--- src/rtl/uart_rx_param.sv ---
// uart_rx_param: parametrised UART receive engine with its own bit timing.
//
// Parameters: WIDTH (5..9 data bits), CLKS_PER_BIT (>=4, even), PARITY
// (0 none / 1 even / 2 odd), STOP_BITS (1 or 2).
//
// Ports:
//   clk        in   single clock, rising edge
//   reset      in   asynchronous active-high reset
//   data       in   serial line, asynchronous, idles high
//   rx         out  received word, LSB = first data bit on the line
//   rx_valid   out  rx and error flags hold an unread frame
//   rx_ready   in   consumer accepts (transfer on rx_valid && rx_ready)
//   parity_err out  parity mismatch for the frame in rx
//   frame_err  out  a stop bit sampled low for the frame in rx
//   overrun    out  sticky: a completed frame was dropped
//   busy       out  receiver is inside a frame (not IDLE / WAIT_HIGH)
module uart_rx_param #(
  parameter int WIDTH        = 8,
  parameter int CLKS_PER_BIT = 868,
  parameter int PARITY       = 0,
  parameter int STOP_BITS    = 1
) (
  input  logic             clk,
  input  logic             reset,
  input  logic             data,
  output logic [WIDTH-1:0] rx,
  output logic             rx_valid,
  input  logic             rx_ready,
  output logic             parity_err,
  output logic             frame_err,
  output logic             overrun,
  output logic             busy
);

  localparam int             BCW       = $clog2(CLKS_PER_BIT);
  localparam logic [BCW-1:0] BC_HALF   = BCW'(CLKS_PER_BIT/2 - 1);
  localparam logic [BCW-1:0] BC_FULL   = BCW'(CLKS_PER_BIT - 1);
  localparam logic [BCW-1:0] BC_ONE    = BCW'(1);
  localparam logic [3:0]     LAST_DATA = 4'(WIDTH - 1);
  localparam logic [3:0]     LAST_STOP = 4'(STOP_BITS - 1);

  typedef enum logic [2:0] {IDLE, START, DATA, PAR, STOP, WAIT_HIGH} state_t;

  state_t           state_q, state_d;
  logic             sync_q, ds_q;
  logic [BCW-1:0]   bc_q, bc_d;
  logic [3:0]       idx_q, idx_d;
  logic [WIDTH-1:0] sh_q, sh_d;
  logic             pe_q, pe_d;     // parity error of the frame being received
  logic             fe_q, fe_d;     // stop-bit error of the frame being received
  logic [WIDTH-1:0] rx_q, rx_d;
  logic             rx_valid_q, rx_valid_d;
  logic             parity_err_q, parity_err_d;
  logic             frame_err_q, frame_err_d;
  logic             overrun_q, overrun_d;
  logic             done;           // final stop sample taken this cycle
  logic             tick;

  always_comb begin
    state_d      = state_q;
    bc_d         = bc_q;
    idx_d        = idx_q;
    sh_d         = sh_q;
    pe_d         = pe_q;
    fe_d         = fe_q;
    rx_d         = rx_q;
    rx_valid_d   = rx_valid_q;
    parity_err_d = parity_err_q;
    frame_err_d  = frame_err_q;
    overrun_d    = overrun_q;
    done         = 1'b0;
    tick         = (bc_q == '0);

    case (state_q)
      IDLE: begin
        if (!ds_q) begin
          state_d = START;
          bc_d    = BC_HALF;
        end
      end
      START: begin
        if (!tick) begin
          bc_d = bc_q - BC_ONE;
        end else if (ds_q) begin
          state_d = IDLE;             // too short to be a start bit
        end else begin
          state_d = DATA;
          bc_d    = BC_FULL;
          idx_d   = '0;
          pe_d    = 1'b0;
          fe_d    = 1'b0;
        end
      end
      DATA: begin
        if (!tick) begin
          bc_d = bc_q - BC_ONE;
        end else begin
          sh_d = {ds_q, sh_q[WIDTH-1:1]};   // LSB arrives first
          bc_d = BC_FULL;
          if (idx_q == LAST_DATA) begin
            idx_d   = '0;
            state_d = (PARITY != 0) ? PAR : STOP;
          end else begin
            idx_d = idx_q + 4'd1;
          end
        end
      end
      PAR: begin
        if (!tick) begin
          bc_d = bc_q - BC_ONE;
        end else begin
          pe_d    = (PARITY == 2) ? ~(^sh_q ^ ds_q) : (^sh_q ^ ds_q);
          bc_d    = BC_FULL;
          state_d = STOP;
        end
      end
      STOP: begin
        if (!tick) begin
          bc_d = bc_q - BC_ONE;
        end else begin
          fe_d = fe_q | ~ds_q;
          bc_d = BC_FULL;
          if (idx_q == LAST_STOP) begin
            done    = 1'b1;
            // a low stop bit may be a break: wait for the line to recover
            state_d = fe_d ? WAIT_HIGH : IDLE;
          end else begin
            idx_d = idx_q + 4'd1;
          end
        end
      end
      WAIT_HIGH: begin
        if (ds_q) state_d = IDLE;
      end
      default: state_d = IDLE;
    endcase

    // output register: a completing frame wins over a plain transfer
    if (done && (!rx_valid_q || rx_ready)) begin
      rx_d         = sh_d;
      parity_err_d = pe_d;
      frame_err_d  = fe_d;
      rx_valid_d   = 1'b1;
    end else if (done) begin
      overrun_d = 1'b1;
    end else if (rx_valid_q && rx_ready) begin
      rx_valid_d = 1'b0;
    end
  end

  always_ff @(posedge clk or posedge reset) begin
    if (reset) begin
      sync_q       <= 1'b1;
      ds_q         <= 1'b1;
      state_q      <= IDLE;
      bc_q         <= '0;
      idx_q        <= '0;
      sh_q         <= '0;
      pe_q         <= 1'b0;
      fe_q         <= 1'b0;
      rx_q         <= '0;
      rx_valid_q   <= 1'b0;
      parity_err_q <= 1'b0;
      frame_err_q  <= 1'b0;
      overrun_q    <= 1'b0;
    end else begin
      sync_q       <= data;
      ds_q         <= sync_q;
      state_q      <= state_d;
      bc_q         <= bc_d;
      idx_q        <= idx_d;
      sh_q         <= sh_d;
      pe_q         <= pe_d;
      fe_q         <= fe_d;
      rx_q         <= rx_d;
      rx_valid_q   <= rx_valid_d;
      parity_err_q <= parity_err_d;
      frame_err_q  <= frame_err_d;
      overrun_q    <= overrun_d;
    end
  end

  assign rx         = rx_q;
  assign rx_valid   = rx_valid_q;
  assign parity_err = parity_err_q;
  assign frame_err  = frame_err_q;
  assign overrun    = overrun_q;
  assign busy       = (state_q != IDLE) && (state_q != WAIT_HIGH);

endmodule
--- config.mk ---
export PLATFORM = sky130hd
export DESIGN_NAME = uart_rx_param
export DESIGN_NICKNAME = d
export VERILOG_FILES = /design/src/rtl/uart_rx_param.sv
export SDC_FILE = /design/constraint.sdc
export NUM_CORES = 1
export LEC_CHECK = 0
export BUFFER_PORTS_ARGS = -buffer_cell sky130_fd_sc_hd__buf_2
export CAP_MARGIN = 20
export CORE_ASPECT_RATIO = 1.25
export CORE_MARGIN = 2
export CORE_UTILIZATION = 40
export DETAILED_ROUTE_END_ITERATION = 8
export REMOVE_ABC_BUFFERS = 1
export SETUP_SLACK_MARGIN = 0.5
export SLEW_MARGIN = 10
export SYNTH_ARGS = -nofsm -noshare
export SYNTH_HDL_FRONTEND = slang
export SYNTH_SLANG_ARGS = --single-unit
--- constraint.sdc ---
create_clock -name clk -period 2.15 [get_ports clk]
set_input_delay 0.1075 -clock clk [delete_from_list [all_inputs] [get_ports clk]]
set_output_delay 0.1075 -clock clk [all_outputs]
set_load 0.01 [all_outputs]
==> reports/summary.txt <==
Status -> finished, final reports clean
Post-synth top cells -> dfrtp_1, nor2_1, o21ai_0
Peak Freq -> 0.490 GHz
Clock Skew -> 0.00668 ns
Worst-margin pin slew -> 0.512 ns
Fin crit share -> 0.949
Synthesized cell area -> 2120 um2
PortBufs -> 16
CTS tree -> yes
Setup TNS Final -> 0 ns
GR Util met2 -> 0.279
Sequential element share of the synthesized area -> 0.485
Cts bufs inserted -> 5
Critical path data arrival time -> 2.22 ns
Htree depth -> 2
Worst-path cell chain -> inv_2, ha_4, nor2b_4, nand4_4, or3_4, buf_8, mux2_4, mux2_2
Fill cell count -> 451
Async set or reset register ratio after synthesis -> 1.00
Post-DP HPWL -> 2950 um
Vias/cell -> 5.26
Final setup violation count -> 0
Crit path max fanout -> 8
Worst skew pair latency -> 0.29 ns
Peak supply drop -> 0.391 mV
Data required time of the worst path -> 2.33 ns
Hold violation count in the final report -> 0
GR met3 Demand/Resource -> 0.0392
CTS max path bufs -> 2
Clk slew on worst S/H paths -> 0.08 ns
Avg Cell Area, Syn -> 10.7 um2
Critical path class -> reg2reg
First drt pass iteration count -> 4
Cell variety after synth -> 41
First-pass GRT wire length -> 7470 um
DP Area -> 2390 um2
Total Routing Usage GR -> 0.159
Synth Flop Type -> dfrtp_1
Synth area leaders -> dfrtp_1, mux2_4, mux2_2, xnor2_1, o21ai_0
Count leader, synth -> dfrtp_1
Crit-path leading delay family -> simple AND/OR/NAND/NOR gates
CP Launch Type -> register
Post-layout minimum cycle time -> 2.04 ns
Routed len/inst -> 14.6 um
Share of cells above drive strength 1 -> 0.444
Initial antenna violation count -> 0
Leakage -> 1.36 nW
Gr ovfl total -> 0
Synth top area share -> 0.460
Yosys warning count -> 0
Multiplexer share of the synthesized area -> 0.104
# IOs -> 17
CP max stage delay -> 0.39 ns
CP max-delay cell -> dfrtp_1
Root Buffer -> clkbuf_8
Area occupied by multi-input gates -> 1190 um2
Relative slew slack -> 0.658
EDFF count, synth -> 0
Synth area leader -> dfrtp_1
Cells after Synth -> 198
Antenna cells -> 0
Number of routed nets with antenna violations -> 0
Buf/Inv on CP -> 2
Largest family of logic cells by synthesized area -> simple AND/OR/NAND/NOR gates
Post-synthesis compound-gate area fraction -> 0.149
Critical Path Sink Type -> register
Yosys reg bits -> 41
Initial core utilization -> 0.418
DIE WIDTH -> 69.1 um
Final #Nets -> 266
Vias in the first global route -> 1641
Starting DRT DRC Count -> 70
Synth Area in Simple Gates -> 0.166
Chip height -> 85.4 um
Max Slew Vio Count -> 0
Register area -> 1030 um2
Core area -> 5080 um2
Die Footprint -> 5910 um2
Final GP Congestion -> 0.869
Largest net degree at the start of global routing -> 42
Worst Hold Class -> in2reg
Final instance area -> 2860 um2
GRT busiest layer -> met2
Final WL -> 4700 um
Site Rows -> 29
GRT met1 Usage -> 0.187
Unrepaired setup endpoints after global routing -> yes
Adder-cell share of the synthesized area -> 0.0236
Remaining DRCs -> 0
Via count -> 1690
Max_cap viols -> 0
Pwr/cell area -> 471 nW/um2
Num Clock Sinks -> 41
XOR/XNOR Fraction of Synth Area -> 0.0371
Area Overhead vs Synth -> 34.6%
[logic make-up after synthesis]
logic type,after synthesis
xor gates and xnor gates,9
and+or+nand+nor,61
AOI/OAI and AO/OA,51
muxes,17
adders and majority gates,4
DFF,41
buffers and inverters,15
[path summary, 6_finish.rpt]
check	start	endpoint	slack, ns	cells after the start
setup / recovery	bc_q[0]	rx[6]	0.11	8
hold / removal	rx_ready	overrun	0.20	3
setup reg to reg	bc_q[0]	rx[6]	0.11	8
hold reg to reg	sync_q	ds_q	0.36	0
max in group asynchronous	reset	state_q[2]	1.28	4
min in group asynchronous	reset	rx[0]	0.48	4
[stage by stage]
stage	setup WS (ns)	hold WS [ns]	power (W)	util	std cells
after floorplan	-0.147	0.112	0.000809	-	191
after global placement	0.0162	0.213	0.000821	0.471	290
after detailed placement	-0.0502	0.217	0.000821	0.471	290
after CTS	0.134	0.140	0.00135	0.527	309
after global routing	0.0416	0.222	0.00140	0.562	321
final	0.110	0.202	0.00134	0.562	321
[registers in the layout, summed over array words and instances, names as in the netlist]
name,flops
sh_q,8
bc_q,10
fe_q,1
overrun,1
state_q,3
idx_q,4
frame_err,1
parity_err,1
sync_q,1
rx,8
rx_valid,1
ds_q,1
pe_q,1
[cell usage in the layout, fill, tap and decap left out, types with 4 or more instances in the layout]
master    netlist  routed
buf_6           2       4
buf_4           0      36
a21o_1          7       6
xnor2_1         9       9
mux2_4          8       9
mux2_2          9       8
a31oi_1         4       4
nand2b_1        9       8
buf_2           2      16
o31ai_1         7       4
o21ai_1         0       4
inv_1           8       6
dfrtp_1        39      36
o21ai_0        15      10
nor2b_1         6       4
a21oi_1        11       9
clkbuf_8        0       6
nor2_1         15      12
nand2_1         9       8
[area by class of cell]
| cell class | instances | share of cell area |
|---|---|---|
| clock buffer | 7 | 0.0302 |
| clock inverter | 1 | 0.00263 |
| inverter | 8 | 0.0105 |
| multi-input combinational | 143 | 0.417 |
| sequential | 41 | 0.362 |
| tap | 62 | 0.0272 |
| timing repair buffer | 59 | 0.151 |
[what timing repair did]
item | in CTS | in global routing
pin swaps | 5 | 9
hold buffers | 2 | 0
gates cloned | 0 | 1
endpoints found under the setup margin | 34 | 35
setup buffers | 9 | 11
hold endpoints to repair | 40 | 0
gates resized for setup | 31 | 20
[power by group]
| part | leakage, nW | total [W] | internal [W] | switching [W] |
|---|---|---|---|---|
| registers | 0.532 | 0.000777 | 0.000774 | 0.00000298 |
| logic | 0.780 | 0.0000377 | 0.0000148 | 0.0000229 |
| clock network | 0.0445 | 0.000529 | 0.000261 | 0.000268 |
| total | 1.36 | 0.00134 | 0.00105 | 0.000294 |
[tightest hold or removal path: stages]
cell	delay (ns)
buf_2	0.07
nand2b_1	0.19
o31ai_1	0.08
[routing by layer]
metal / part of all wire / vias to the layer above
met4: 0.014 / 0
li1: - / 825
met3: 0.034 / 5
met1: 0.44 / 833
met2: 0.52 / 27
met5: 0 / -
Power figures use the tool's default switching activity.
